## src/rtl/button_value_counter_pkg.sv

```systemverilog
// Shared timing and clock-divider constants for the button counter and the display top level.
// All cycle counts assume the 12 MHz board clock.
package button_value_counter_pkg;

    localparam int unsigned CLK_HZ          = 12_000_000;

    localparam int unsigned DEBOUNCE_CYCLES = CLK_HZ / 50;    // 20 ms
    localparam int unsigned HOLD_CYCLES     = CLK_HZ / 2;     // 500 ms
    localparam int unsigned REPEAT_CYCLES   = CLK_HZ / 10;    // 100 ms

    localparam int unsigned DISP_SCAN_HZ    = 1_000;
    localparam int unsigned DISP_SCAN_DIV   = CLK_HZ / DISP_SCAN_HZ;
    localparam int unsigned DISP_DIV_W      = $clog2(DISP_SCAN_DIV);

    typedef enum logic [1:0] {
        R_IDLE   = 2'd0,
        R_HOLD   = 2'd1,
        R_REPEAT = 2'd2
    } repeat_state_t;

    // Counter width able to hold 0..n-1, never narrower than one bit.
    function automatic int unsigned cnt_width(input int unsigned n);
        return (n > 1) ? $clog2(n) : 1;
    endfunction

endpackage

```

## src/rtl/button_debouncer.sv

```systemverilog
// Two-flop synchroniser plus debounce for one raw button; rise pulses one cycle after the level goes high.
// A button held through reset must be seen released before it can produce a rise.
module button_debouncer
    import button_value_counter_pkg::*;
#(
    parameter int unsigned DEBOUNCE = DEBOUNCE_CYCLES
) (
    input  logic clk,
    input  logic reset_n,
    input  logic raw,
    output logic level,
    output logic rise
);

    localparam int unsigned   CW   = cnt_width(DEBOUNCE);
    localparam logic [CW-1:0] LAST = CW'(DEBOUNCE - 1);

    logic          sync_1;
    logic          sync_2;
    logic          sync_d;
    logic          level_d;
    logic          armed;
    logic [CW-1:0] cnt;
    logic [CW-1:0] cnt_cur;
    logic          differ;
    logic          idle_low;
    logic          counting;
    logic          cnt_done;

    always_comb begin
        differ   = sync_2 ^ level;
        // After reset the released state itself must be qualified before presses count.
        idle_low = ~armed & ~sync_2 & ~level;
        counting = differ | idle_low;
        cnt_cur  = (sync_2 != sync_d) ? '0 : cnt;
        cnt_done = (cnt_cur == LAST);
    end

    always_ff @(posedge clk or negedge reset_n) begin
        if (!reset_n) begin
            sync_1  <= 1'b0;
            sync_2  <= 1'b0;
            sync_d  <= 1'b0;
            level   <= 1'b0;
            level_d <= 1'b0;
            armed   <= 1'b0;
            rise    <= 1'b0;
            cnt     <= '0;
        end else begin
            sync_1  <= raw;
            sync_2  <= sync_1;
            sync_d  <= sync_2;
            level_d <= level;
            rise    <= level & ~level_d & armed;
            if (counting) begin
                if (cnt_done) begin
                    cnt <= '0;
                    if (differ) begin
                        level <= sync_2;
                    end
                    if (!sync_2) begin
                        armed <= 1'b1;
                    end
                end else begin
                    cnt <= cnt_cur + CW'(1);
                end
            end else begin
                cnt <= '0;
            end
        end
    end

endmodule

```

## src/rtl/button_value_counter.sv

```systemverilog
// Up/down value counter driven by two debounced buttons; pressing one while the other is held clears it.
// Define BUTTON_AUTO_REPEAT_EN to build the hold-to-repeat FSM.
module button_value_counter
    import button_value_counter_pkg::*;
#(
    parameter int          AW       = 8,
    parameter int unsigned DEBOUNCE = DEBOUNCE_CYCLES,
    parameter int unsigned HOLD     = HOLD_CYCLES,
    parameter int unsigned REPEAT   = REPEAT_CYCLES
) (
    input  logic          clk,
    input  logic          reset_n,
    input  logic          btn_up,
    input  logic          btn_down,
    output logic [AW-1:0] value,
    output logic          step
);

    if (AW < 1 || DEBOUNCE < 1 || HOLD < 1 || REPEAT < 1) begin : g_bad_params
        $error("button_value_counter: AW, DEBOUNCE, HOLD and REPEAT must all be >= 1");
    end

    logic up_lvl;
    logic up_rise;
    logic dn_lvl;
    logic dn_rise;
    logic up_rep;
    logic dn_rep;
    logic up_ev;
    logic dn_ev;
    logic clr;

    button_debouncer #(.DEBOUNCE(DEBOUNCE)) u_up (
        .clk     (clk),
        .reset_n (reset_n),
        .raw     (btn_up),
        .level   (up_lvl),
        .rise    (up_rise)
    );

    button_debouncer #(.DEBOUNCE(DEBOUNCE)) u_dn (
        .clk     (clk),
        .reset_n (reset_n),
        .raw     (btn_down),
        .level   (dn_lvl),
        .rise    (dn_rise)
    );

`ifdef BUTTON_AUTO_REPEAT_EN
    // state    | meaning
    // R_IDLE   | no button held alone
    // R_HOLD   | one button held alone, waiting HOLD cycles
    // R_REPEAT | one extra event for the held button every REPEAT cycles
    localparam int unsigned TW = cnt_width((HOLD > REPEAT) ? HOLD : REPEAT);

    repeat_state_t state;
    repeat_state_t state_nxt;
    logic          rep_up;
    logic          rep_up_nxt;
    logic [TW-1:0] tmr;
    logic [TW-1:0] tmr_nxt;
    logic          held_lvl;
    logic          other_lvl;
    logic          other_rise;
    logic          single_up;
    logic          single_dn;
    logic          tick;

    assign held_lvl   = rep_up ? up_lvl  : dn_lvl;
    assign other_lvl  = rep_up ? dn_lvl  : up_lvl;
    assign other_rise = rep_up ? dn_rise : up_rise;
    assign single_up  = up_rise & ~dn_lvl & ~dn_rise;
    assign single_dn  = dn_rise & ~up_lvl & ~up_rise;
    assign tick       = (tmr == '0);

    always_ff @(posedge clk or negedge reset_n) begin
        if (!reset_n) begin
            state  <= R_IDLE;
            rep_up <= 1'b0;
            tmr    <= '0;
        end else begin
            state  <= state_nxt;
            rep_up <= rep_up_nxt;
            tmr    <= tmr_nxt;
        end
    end

    always_comb begin
        state_nxt  = state;
        rep_up_nxt = rep_up;
        tmr_nxt    = tmr;
        case (state)
            R_IDLE: begin
                if (single_up || single_dn) begin
                    state_nxt  = R_HOLD;
                    rep_up_nxt = single_up;
                    tmr_nxt    = TW'(HOLD - 1);
                end
            end
            R_HOLD: begin
                if (!held_lvl || other_lvl || other_rise) begin
                    state_nxt = R_IDLE;
                end else if (tick) begin
                    state_nxt = R_REPEAT;
                    tmr_nxt   = TW'(REPEAT - 1);
                end else begin
                    tmr_nxt = tmr - TW'(1);
                end
            end
            R_REPEAT: begin
                if (!held_lvl || other_lvl || other_rise) begin
                    state_nxt = R_IDLE;
                end else if (tick) begin
                    tmr_nxt = TW'(REPEAT - 1);
                end else begin
                    tmr_nxt = tmr - TW'(1);
                end
            end
            default: state_nxt = R_IDLE;
        endcase
    end

    always_comb begin
        up_rep = 1'b0;
        dn_rep = 1'b0;
        if (state == R_REPEAT && tick && held_lvl && !other_lvl) begin
            up_rep = rep_up;
            dn_rep = ~rep_up;
        end
    end
`else
    assign up_rep = 1'b0;
    assign dn_rep = 1'b0;
`endif

    assign up_ev = up_rise | up_rep;
    assign dn_ev = dn_rise | dn_rep;
    assign clr   = (up_ev & dn_ev) | (up_ev & dn_lvl) | (dn_ev & up_lvl);

    always_ff @(posedge clk or negedge reset_n) begin
        if (!reset_n) begin
            value <= '0;
            step  <= 1'b0;
        end else begin
            step <= up_ev | dn_ev;
            if (clr) begin
                value <= '0;
            end else if (up_ev) begin
                value <= value + AW'(1);
            end else if (dn_ev) begin
                value <= value - AW'(1);
            end
        end
    end

endmodule

```

## config.mk

```make
export PLATFORM = sky130hd
export DESIGN_NAME = button_value_counter
export DESIGN_NICKNAME = d
export VERILOG_FILES = /design/src/rtl/button_value_counter_pkg.sv /design/src/rtl/button_debouncer.sv /design/src/rtl/button_value_counter.sv
export SDC_FILE = /design/constraint.sdc
export NUM_CORES = 1
export LEC_CHECK = 0
export BUFFER_PORTS_ARGS = -buffer_cell sky130_fd_sc_hd__buf_2
export CAP_MARGIN = 20
export CORE_ASPECT_RATIO = 1.25
export CORE_MARGIN = 10
export CORE_UTILIZATION = 55
export DETAILED_ROUTE_END_ITERATION = 6
export HOLD_SLACK_MARGIN = 0.03
export PLACE_DENSITY_LB_ADDON = 0.1
export REMOVE_ABC_BUFFERS = 1
export SETUP_SLACK_MARGIN = 0.5
export SLEW_MARGIN = 20
export SYNTH_ARGS = -nofsm -noshare
export SYNTH_HDL_FRONTEND = slang
export SYNTH_SLANG_ARGS = --single-unit
```

## constraint.sdc

```tcl
create_clock -name clk -period 2.63 [get_ports clk]
set_input_delay 0.3945 -clock clk [delete_from_list [all_inputs] [get_ports clk]]
set_output_delay 0.3945 -clock clk [all_outputs]
set_load 0.01 [all_outputs]
```

-- Yosys cells after proc, flatten, opt, wreduce, memory -nomap -nowiden
Cells that the tools add are included.
Widths: inputs -> output; s select.
- register bits: 59
- output and inout bits: 9
- add/subtract/negate cells: 4
- equal/unequal tests: 4
- mux-type cells: 9
- bitwise operators: 26
- reductions and logical operators: 5
- operators with widths (operator ; number):
    $mux 18 ; 6
    $add 18x1->18 const B ; 2
    $eq 18x18->1 const B ; 2
    $mux 8 ; 3
    $reduce_and 3->1 ; 4
    $and 1x1->1 ; 11
    $add 8x1->8 const B ; 1
    $not 1->1 ; 8
    $sub 8x1->8 const B ; 1
    $or 1x1->1 ; 5
    $reduce_bool 3->1 ; 1
    $ne 1x1->1 ; 2
    $xor 1x1->1 ; 2

-- Depth between registers and ports, before layout
Gate-level depths: netlist of the first run.
- word-level depth: 5
- mapped depth: 10

-- By module
From an unflattened synthesis of the first run, not the netlist that was laid out.
- cell total of the unflattened synthesis: 308
- area total of the unflattened synthesis: 3119.2 sq um
- modules (own cells, without submodules) (module ; instances ; cells an instance ; area each (sq um) ; sequential area each (sq um)):
    button_debouncer ; 2 ; 122 ; 1257.5 ; 625.6
    button_value_counter ; 1 ; 64 ; 604.3 ; 225.2

-- Worst setup path after synthesis of the first run
OpenSTA, ideal clock, no wires.
- path type: flip-flop to flip-flop
- start: reg u_up.sync_2
- end: reg u_up.level
- arrival time: 2112 ps
- data required time: 2502 ps
- slack: 391 ps
- stages on the path, launching flop included: 9
- buffers on the path: 1
- cells stage by stage: dfrtp_1 xnor2_1 buf_2 and2_1 ha_1 nand2_1 or3_4 nor3_1 mux2_1
- word-level cells in the longest chain between the ends: 5
- elaborated cells on any way between the ends: 9
- classes of those cells: 2 x eq/ne; 1 x mux; 5 x bitwise; 1 x reduce/logical
- RTL lines (item ; RTL line ; text):
    start, declared ; button_debouncer.sv:19 ; logic sync_2;
    start signal, assigned ; button_debouncer.sv:51 ; sync_2 <= sync_1;
    parallel branches: the longest is 5 deep, another holds $mux 18 ; -- ;
    end signal, assigned ; button_debouncer.sv:59 ; level <= sync_2;
    end, declared ; button_debouncer.sv:11 ; output logic level,
Parallel ways; which one is timed is not known.
A chain may end at the register's enable or synchronous reset.

-- Worst setup path in the final report of the first run
- start: reg u_up.sync_d
- end: reg u_up.cnt[17]
- word-level cells in the longest chain between the ends: 5
- elaborated cells on any way between the ends: 6
- classes of those cells: 1 x add/sub; 2 x eq/ne; 3 x mux
- RTL lines (item ; RTL line ; text):
    start, declared ; button_debouncer.sv:20 ; logic sync_d;
    start signal, assigned ; button_debouncer.sv:52 ; sync_d <= sync_2;
    $ne 1x1->1 (*) ; button_debouncer.sv:35 ; cnt_cur = (sync_2 != sync_d) ? '0 : cnt;
    $mux 18 (*) ; button_debouncer.sv:35 ;
    $add 18x1->18 / $eq 18x18->1 (equally long branches) ; button_debouncer.sv:65, button_debouncer.sv:36 ;
    $mux 18 (*) ; button_debouncer.sv:56 ; if (cnt_done) begin
    $mux 18 (*) ; button_debouncer.sv:55 ; if (counting) begin
    end signal, assigned ; button_debouncer.sv:65 ; cnt <= cnt_cur + CW'(1);
    end, declared ; button_debouncer.sv:23 ; logic [CW-1:0] cnt;
Every way passes the cells marked *; elsewhere a longest branch is shown, timed or not.

==> impl_metrics.py, run 1 <==
metrics = {
    "status": {
        "outcome": "finished, final reports clean",
    },
    "floorplan": {
        "fp.coreArea_sq_um": 5190,
        "rows": 29,
        "io_pins": 13,
        "fp.dieW_microns": 86.0,
        "initial_core_util": 0.577,
        "die_area_sq_um": 8810,
        "die_y_microns": 102,
    },
    "synthesis": {
        "syn-cell-area_sq_um": 2990,
        "syn_avg_cell_area_sq_um": 10.0,
        "syn_inst": 299,
        "ys_seq_elements": 59,
        "synth_top_area_cell": "dfrtp_1",
        "yosysWarnings": 0,
        "synth_edf_count": 0,
        "synth_flop_cell": "dfrtp_1",
        "ys_seq_area_frac": 0.494,
        "synth_cell_types": 46,
        "async_flop_share": 1.00,
        "synth_area_leaders": "dfrtp_1, xnor2_1, nor2_1, xor2_1, nand2_1",
        "netlist.area_leader.share": 0.494,
    },
    "placed_design": {
        "port_buffers": 12,
        "dp.cells": 375,
        "dpl_cell_area_sq_um": 3170,
        "gp_congestion": 0.840,
        "dp.final_hpwl_mm": 3.83,
    },
    "final_layout": {
        "design_area_sq_um": 3520,
        "fillers": 414,
        "layout_commonest_cell": "dfrtp_1",
        "final_layout_size_suffix_gt1_frac": 0.214,
        "area_growth_pct": 17.5,
        "final_cell_mix": "dfrtp_1, nor2_1, nand2_1, xnor2_1, xor2_1",
        "fin_cells": 398,
        "largestRegisters": "u_dn.cnt: 18 flops, u_up.cnt: 18 flops, value: 8 flops",
        "layout.nets": 344,
        "diodes": 0,
    },
    "detailed_routing": {
        "vias": 2124,
        "ant_nets": 0,
        "wl_mm": 5.39,
        "drc": 0,
        "drt-initial-drc-count": 112,
        "drtPass1Iterations": 6,
        "routed_via_density": 5.34,
        "wire_per_inst_microns": 13.5,
    },
    "global_routing": {
        "use_met1": 0.162,
        "grt_use_met3": 0.0350,
        "grt_pass1_vias": 2208,
        "grt_pass1_wl_mm": 9.87,
        "grt_usage": 0.138,
        "grtUsageMet2": 0.218,
        "grt_max_degree": 33,
        "busiest_layer": "met2",
        "antenna_found_initial": 0,
        "overflow": 0,
    },
    "power_and_ir_drop": {
        "vdd_drop_max_mv": 0.493,
        "netSwitchingFraction": 0.223,
        "p_leak_nw": 1.62,
        "seqPwrFrac": 0.472,
        "power.switching_mw": 0.453,
        "intPower_mw": 1.58,
        "power_frac_clock": 0.460,
        "combPwrFrac": 0.068,
        "powerDensity_nw_per_um2": 578,
    },
    "critical_path": {
        "path_class": "flip-flop to flip-flop",
        "crit_required_ns": 2.86,
        "cp-startpoint": "u_up.sync_d",
        "cp_max_fo": 3,
        "end_kind": "flip-flop",
        "crit_path_start_kind": "flip-flop",
        "r2r_start": "u_up.sync_d",
        "arrival_ns": 2.32,
    },
    "timing": {
        "grt_setup_unrepaired": "yes",
        "maxSlewViolCount": 0,
        "fin_crit_sh": 0.794,
        "period_needed_ns": 2.09,
        "fin_skew_ns": 0.00842,
        "slew_headroom": 0.580,
        "tightest_slew_ns": 0.630,
        "finalSetupViolations": 0,
        "max_freq_mhz": 479,
        "hold_viol": 0,
    },
    "clocking": {
        "clockRootBuffer": "clkbuf_8",
        "cts_tree": "built",
        "cts_sinks": 59,
        "insertion_delay_ns": 0.34,
        "htree_levels": 3,
        "cts_hold_buf": 0,
        "path_clk_slew_ns": 0.07,
        "cts_max_path_buffers": 2,
        "cts_buffers": 9,
    },
    "worst_hold_path": {
        "hold_path_class": "input port to async pin",
    },
    "job": {
        "drv_cap": 0,
    },
}
## cells by family after synthesis
group,share of synthesized area
simple gates,0.253
xor+xnor,0.114
fa+ha+maj,0.0402
buf+inv,0.0255
flops,0.494
mux,0.0176
compound gates,0.0560
## Yosys cell counts, drive strengths merged (3+ instances only)
library cell / number
and4: 3
o21ai: 9
nor4: 4
dfrtp: 59
nand2: 37
buf: 5
ha: 8
inv: 11
xnor2: 21
xor2: 17
nand3: 10
and2: 7
mux2i: 3
and3: 8
nor3: 9
nor2: 46
nor3b: 3
a21oi: 4
nand4: 10
## final timing paths
| kind | to | slack (ns) | depth (start not counted) |
|---|---|---|---|
| min in group clk | u_up.sync_1 | 0.16 | 1 |
| max in group asynchronous | u_up.rise | 1.97 | 2 |
| min | u_dn.cnt[7] | 0.07 | 1 |
| min reg2reg | u_up.sync_2 | 0.36 | 0 |
| max | u_up.cnt[17] | 0.54 | 9 |
| max reg2reg | u_up.cnt[17] | 0.54 | 9 |
## routing by layer
layer	vias to the layer above	share of wire
li1	1082	-
met2	29	0.49
met3	13	0.035
met5	-	0
met1	1000	0.45
met4	0	0.026
## final cells by class
cell class	count	area (sq um)	share of cell area
inverter	11	41.3	0.0117
clock inverter	4	72.6	0.0206
tap	62	77.6	0.0221
timing repair buffer	27	189	0.0537
multi-input combinational	223	1500	0.427
clock buffer	12	155	0.0441
sequential	59	1480	0.421
## worst max-delay path, stage by stage, from the launching register on
cell and delay [ns]:
dfrtp_1 0.42, xnor2_2 0.23, and2_4 0.19, ha_4 0.15, nand2_4 0.05, or3_4 0.36, o31ai_4 0.24, buf_6 0.14
nor3_2 0.03, a31o_1 0.18
## repair_timing
item | CTS | global route
gates cloned | 0 | 0
setup endpoints to repair | 30 | 40
setup buffers | 5 | 2
pin swaps | 7 | 8
gates resized for setup | 15 | 4
## metrics by stage
stage / utilization / setup TNS, ns / hold WS (ns) / setup slack [ns] / power (mW)
after global placement: 0.610 / 0 / 0.339 / 0.296 / 1.09
after global routing: 0.678 / 0 / 0.109 / 0.477 / 2.12
after CTS: 0.672 / 0 / 0.0893 / 0.459 / 2.05
after detailed placement: 0.610 / 0 / 0.339 / 0.273 / 1.09
final: 0.678 / 0 / 0.0730 / 0.540 / 2.03
after floorplan: - / -0.0516 / 0.0989 / -0.00738 / 1.04
## power groups by stage
| stage | clock [mW] | combinational, mW | sequential [mW] |
|---|---|---|---|
| 2_1_floorplan | 0 | 0.0686 | 0.968 |
| 3_3_place_gp | 0 | 0.115 | 0.972 |
| 3_5_place_dp | 0 | 0.116 | 0.973 |
| 4_1_cts | 0.959 | 0.137 | 0.956 |
| 5_1_grt | 1.00 | 0.158 | 0.962 |
| 6_report | 0.935 | 0.138 | 0.959 |
Note: power is estimated with default switching activity, not from simulation.
==> run 2: changes to the inputs <==
==> constraint.sdc (replaced) <==
create_clock -name clk -period 2.15 [get_ports clk]
set_input_delay 0.3225 -clock clk [delete_from_list [all_inputs] [get_ports clk]]
set_output_delay 0.3225 -clock clk [all_outputs]
set_load 0.01 [all_outputs]
==> run 2 against run 1 <==
  * Non-clock buffer count up 26
  * Design area increased by 15%
  * Final cell count increased by 6.3%
==> impl_metrics.py, run 2 (synthesis gave the netlist of run 1 again) <==
metrics = {
    "floorplan": {
        "die_area_sq_um": 8810,
        "fp.coreArea_sq_um": 5190,
        "rows": 29,
        "fp.dieW_microns": 86.0,
        "io_pins": 13,
        "die_y_microns": 102,
        "initial_core_util": 0.577,
    },
    "critical_path": {
        "cp_max_fo": 8,
        "end_kind": "flip-flop",
        "path_class": "flip-flop to flip-flop",
        "crit_path_start_kind": "flip-flop",
        "crit_required_ns": 2.37,
        "arrival_ns": 2.30,
    },
    "clocking": {
        "cts_buffers": 9,
        "cts_sinks": 59,
        "htree_levels": 3,
        "cts_max_path_buffers": 2,
        "insertion_delay_ns": 0.33,
        "cts_tree": "built",
        "clockRootBuffer": "clkbuf_8",
        "path_clk_slew_ns": 0.06,
    },
    "detailed_routing": {
        "drtPass1Iterations": 4,
        "routed_via_density": 5.49,
        "wl_mm": 6.52,
        "drt-initial-drc-count": 94,
        "ant_nets": 0,
        "wire_per_inst_microns": 15.4,
        "vias": 2322,
        "drc": 0,
    },
    "timing": {
        "slew_headroom": 0.511,
        "fin_skew_ns": 0.00940,
        "finalSetupViolations": 0,
        "tightest_slew_ns": 0.733,
        "fin_crit_sh": 0.969,
        "maxSlewViolCount": 0,
        "period_needed_ns": 2.08,
        "setup_slack_ns": 0.0677,
        "hold_viol": 0,
        "max_freq_mhz": 480,
        "grt_setup_unrepaired": "yes",
    },
    "global_routing": {
        "overflow": 0,
        "grtUsageMet2": 0.267,
        "grt_use_met3": 0.0446,
        "use_met1": 0.175,
        "grt_pass1_vias": 2412,
        "busiest_layer": "met2",
        "antenna_found_initial": 0,
        "grt_usage": 0.157,
        "grt_pass1_wl_mm": 11.2,
        "grt_max_degree": 60,
    },
    "placed_design": {
        "dpl_cell_area_sq_um": 3230,
        "dp.final_hpwl_mm": 3.90,
        "gp_congestion": 0.828,
        "port_buffers": 12,
        "place_ws_ns": 0.0498,
        "dp.cells": 385,
    },
    "final_layout": {
        "fillers": 316,
        "design_area_sq_um": 4050,
        "layout_commonest_cell": "dfrtp_1",
        "seqCellArea_sq_um": 1480,
        "fin_cells": 423,
        "largestRegisters": "u_dn.cnt: 18 flops, u_up.cnt: 18 flops, value: 8 flops",
        "diodes": 0,
        "multi_input_area_sq_um": 1850,
        "final_layout_size_suffix_gt1_frac": 0.393,
        "final_cell_mix": "dfrtp_1, nand2_1, buf_4, nor2_4, xnor2_1",
        "area_growth_pct": 35.5,
        "layout.nets": 370,
    },
    "power_and_ir_drop": {
        "p_leak_nw": 1.74,
        "intPower_mw": 1.78,
        "power.switching_mw": 0.565,
        "power_mw": 2.35,
        "combPwrFrac": 0.114,
        "vdd_drop_max_mv": 0.491,
        "seqPwrFrac": 0.499,
        "power_frac_clock": 0.386,
        "netSwitchingFraction": 0.241,
        "powerDensity_nw_per_um2": 579,
    },
    "worst_hold_path": {
        "hold_path_class": "input port to flip-flop",
    },
    "status": {
        "outcome": "finished, final reports clean",
    },
    "job": {
        "drv_cap": 0,
    },
}
==> run 2: cell count changes in the layout (fill, tap and decap cells not counted), sizes merged <==
cell / change
bufinv: -2
buf: +26
clkinvlp: -1
clkbuf: +1
clkinv: +1
==> run 2: through the flow <==
stage	utilization	setup TNS, ns	hold WS [ns]
after floorplan	-	-7.37	0.0269
after global placement	0.622	0	0.343
after detailed placement	0.622	0	0.343
after CTS	0.739	0	0.0851
after global routing	0.781	-0.178	0.0769
final	0.781	0	0.102
==> run 2: path summary, 6_finish.rpt <==
kind,endpoint,cells after the start,slack (ns),start
min in group asynchronous,u_dn.cnt[13],2,0.14,reset_n
worst min register to register,u_up.sync_2,0,0.35,u_up.sync_1
worst max register to register,u_up.cnt[1],9,0.07,u_up.sync_d
worst min-delay path,u_dn.sync_1,1,0.10,btn_down
worst max-delay path,u_up.cnt[1],9,0.07,u_up.sync_d
max in group asynchronous,u_up.level,2,1.53,reset_n
==> run 2: routing by layer <==
layer	up-vias	share of wire
met5	-	0
met2	32	0.54
li1	1127	-
met1	1154	0.41
met4	0	0.020
met3	9	0.032
==> run 2: area by class of cell <==
| type | count | share of cell area |
|---|---|---|
| Timing Repair Buffer | 53 | 0.106 |
| Clock buffer | 13 | 0.0417 |
| Clock inverter | 2 | 0.00247 |
| Sequential cell | 59 | 0.364 |
| Inverter | 11 | 0.0102 |
| Multi-Input combinational cell | 223 | 0.457 |
| Tap cell | 62 | 0.0191 |
==> run 2: what timing repair did <==
action | 4_1_cts | 5_1_grt
hold buffers | 0 | 0
endpoints found under the setup margin | 44 | 45
gates cloned | 1 | 0
pin swaps | 45 | 15
hold endpoints to repair | 0 | 0
buffers inserted | 17 | 5
resized for setup | 71 | 42
==> run 2: worst max-delay path, cell delays in order, from the launching register on <==
cell     delay (ns)
dfrtp_1        0.41
xnor2_2        0.21
and2_4         0.19
ha_4           0.13
nand2_2        0.06
or3_4          0.36
o31ai_4        0.25
buf_4          0.17
buf_12         0.15
nor2_1         0.05
==> run 2: power groups by stage <==
stage / logic (mW) / clock network, mW / registers, mW
after floorplan: 0.0839 / 0 / 1.18
after global placement: 0.158 / 0 / 1.19
after detailed placement: 0.158 / 0 / 1.19
after CTS: 0.236 / 0.932 / 1.17
after global routing: 0.294 / 0.979 / 1.17
final: 0.268 / 0.906 / 1.17
==> run 3: changes to the inputs <==
--- a/config.mk
+++ b/config.mk
@@ -5,6 +5,7 @@
 export SDC_FILE = /design/constraint.sdc
 export NUM_CORES = 1
 export LEC_CHECK = 0
+export ABC_AREA = 1
 export BUFFER_PORTS_ARGS = -buffer_cell sky130_fd_sc_hd__buf_2
 export CAP_MARGIN = 20
 export CORE_ASPECT_RATIO = 1.25
==> run 3 against run 2 <==
  * Final cell count increased by 50%
  * Total power increased by 6.5%
  * Clock power increased by 20%
  * Largest cell class unchanged
==> impl_metrics.py, run 3 <==
metrics = {
    "final_layout": {
        "layout.nets": 558,
        "final_core_util": 0.772,
        "layout_commonest_cell": "nand2_1",
        "multi_input_area_sq_um": 2220,
        "final_cell_mix": "nand2_1, inv_1, nor2_1, dfrtp_1, buf_4",
        "diodes": 0,
        "fillers": 466,
        "area_growth_pct": 36.3,
        "seqCellArea_sq_um": 1480,
        "final_layout_size_suffix_gt1_frac": 0.375,
        "largestRegisters": "u_dn.cnt: 18 flops, u_up.cnt: 18 flops, value: 8 flops",
    },
    "detailed_routing": {
        "drt-initial-drc-count": 168,
        "drtPass1Iterations": 4,
        "wl_mm": 9.67,
        "vias": 3386,
        "routed_via_density": 5.33,
        "wire_per_inst_microns": 15.2,
        "drc": 0,
        "ant_nets": 0,
    },
    "synthesis": {
        "synth_area_leaders": "dfrtp_1, nand2_1, nor2_1, inv_1, nand3_1",
        "syn-cell-area_sq_um": 3490,
        "synth_edf_count": 0,
        "synthAdderAreaFrac": 0.0344,
        "syn_avg_cell_area_sq_um": 7.29,
        "synth_cell_types": 31,
        "synth_top_area_cell": "dfrtp_1",
        "syn_inst": 479,
        "synth_common_cells": "nand2_1, nor2_1, inv_1, dfrtp_1, nand3_1",
        "synth_top_family_by_area": "simple AND/OR/NAND/NOR gates",
        "yosysWarnings": 0,
        "ys_seq_area_frac": 0.423,
        "synth.most_common_cell": "nand2_1",
        "synth.area.mux_share": 0,
        "ys_seq_elements": 59,
        "synth_flop_cell": "dfrtp_1",
        "netlist.area_leader.share": 0.423,
        "synth_xor_area_frac": 0.0376,
        "synth-simple-area-share": 0.357,
        "async_flop_share": 1.00,
        "synth_compound_area_frac": 0.0556,
    },
    "placed_design": {
        "place_ws_ns": 0.177,
        "port_buffers": 12,
        "dp.final_hpwl_mm": 5.62,
        "gp_congestion": 0.892,
    },
    "global_routing": {
        "grt_pass1_vias": 3282,
        "overflow": 0,
        "grt_usage": 0.177,
        "antenna_found_initial": 0,
        "grt_max_degree": 33,
        "grt_pass1_wl_mm": 14.4,
    },
    "timing": {
        "period_needed_ns": 1.84,
        "grt_setup_unrepaired": "yes",
        "finalSetupTns_ns": 0,
        "fin_crit_sh": 0.857,
        "hold_viol": 0,
        "slew_headroom": 0.726,
        "finalSetupViolations": 0,
        "fin_skew_ns": 0.00976,
        "max_freq_mhz": 543,
        "maxSlewViolCount": 0,
        "tightest_slew_ns": 0.411,
        "setup_slack_ns": 0.307,
    },
    "floorplan": {
        "io_pins": 13,
        "die_y_microns": 109,
        "die_area_sq_um": 9950,
        "fp.coreArea_sq_um": 6170,
        "initial_core_util": 0.566,
        "fp.dieW_microns": 91.3,
        "rows": 32,
    },
    "critical_path": {
        "reg2reg_slack_ns": 0.31,
        "crit_chain": "inv_2, nand2_4, nand2_4, nor2_4, ha_4, nand4_1, buf_6, nor2_4, a21oi_4, clkinvlp_4, nor2_1",
        "r2r_start": "u_up.sync_d",
        "cp_max_fo": 4,
        "crit_end": "u_up.cnt[0]",
        "critPathSlowestCell": "dfrtp_2",
        "rr_endpoint": "u_up.cnt[0]",
        "arrival_ns": 2.11,
        "crit_path_start_kind": "flip-flop",
        "cpPeakStageDelay_ns": 0.45,
        "worst-path-buf-inv": 3,
        "path_depth": 11,
        "cp-startpoint": "u_up.sync_d",
        "crit_required_ns": 2.42,
        "end_kind": "flip-flop",
        "crit_family": "simple AND/OR/NAND/NOR gates",
        "path_class": "flip-flop to flip-flop",
        "r2r_cells": 11,
    },
    "clocking": {
        "path_clk_slew_ns": 0.07,
        "clockRootBuffer": "clkbuf_8",
        "cts_tree": "built",
        "htree_levels": 3,
        "cts_sinks": 59,
        "cts_buffers": 9,
        "cts_max_path_buffers": 2,
        "insertion_delay_ns": 0.35,
    },
    "power_and_ir_drop": {
        "p_leak_nw": 2.20,
        "powerDensity_nw_per_um2": 525,
        "vdd_drop_max_mv": 0.526,
    },
    "worst_hold_path": {
        "hold_path_class": "input port to flip-flop",
    },
    "status": {
        "outcome": "finished, final reports clean",
    },
    "job": {
        "drv_cap": 0,
    },
}
==> run 3: cell types whose count changed in the layout (fill, tap and decap cells not counted), moves of 12 or more <==
cell     previous run  this run
nand2_4             0        12
nor2_2              8        31
nand2_2             2        19
inv_1               9        66
nand3_2             1        14
nor2_1             12        57
nand2_1            34        83
nand3_1             9        22
xnor2_1            18         4
==> run 3: worst min path at each step <==
stage                  start           to  depth (start not counted)
floorplan            reset_n         step                          0
finish                btn_up  u_up.sync_1                          1
global placement     reset_n  u_dn.cnt[9]                          2
detailed placement   reset_n  u_dn.cnt[9]                          2
CTS                   btn_up  u_up.sync_1                          1
global route        btn_down  u_dn.sync_1                          1
==> run 3: kinds of logic (layout without fill, tap and decap cells) <==
kind of cell             after synthesis  after routing
flip-flops                            59             59
XOR/XNOR                              15             15
AO/OA/AOI/OAI                         35             35
buffers and inverters                 80            149
adder cells (fa/ha/maj)                9              9
AND/OR/NAND/NOR                      281            283
==> run 3: repair_timing <==
action | 4_1_cts | 5_1_grt
buffers inserted | 17 | 18
hold buffers | 1 | 0
gates resized for setup | 54 | 99
hold endpoints to repair | 59 | 0
pin swaps | 23 | 37
setup endpoints to repair | 38 | 43
cloned | 2 | 1
==> run 3: final cells by class <==
type,count,area share
repair inverters,1,0.00158
multi-input cells,342,0.466
inverters,76,0.0642
well taps,85,0.0224
flip-flops and latches,59,0.312
clock buffers,12,0.0347
clock inverters,4,0.00999
repair buffers,56,0.0897
==> run 3: power breakdown <==
part           internal [mW]  leakage [nW]  total [mW]  switching, mW
Clock                  0.626         0.108        1.09          0.469
Sequential              1.13         0.797        1.15         0.0204
Combinational         0.0957          1.29       0.251          0.155
Total                   1.85          2.20        2.50          0.644
==> run 3: through the flow <==
stage               cells  total power [mW]  instance area [sq um]  hold WS [ns]
floorplan             475              1.24                   3450        0.0269
global placement      580              1.30                   3680         0.359
detailed placement    580              1.31                   3680         0.360
CTS                   616              2.45                   4250        0.0649
global route          635              2.57                   4760        0.0749
finish                635              2.50                   4760        0.0837
==> run 3: routing by layer <==
metal	track usage	up-vias	part of all wire
met2	0.321	93	0.53
met5	0	-	0
met3	0.0406	31	0.044
met4	0.0919	0	0.032
met1	0.189	1630	0.39
li1	-	1632	-
==> run 3: worst reg2reg max path, stage by stage, from the launching register on <==
cell and delay [ns]:
dfrtp_2 0.45, inv_2 0.10, nand2_4 0.06, nand2_4 0.10, nor2_4 0.05, ha_4 0.16
nand4_1 0.09, buf_6 0.13, nor2_4 0.05, a21oi_4 0.24, clkinvlp_4 0.19, nor2_1 0.15
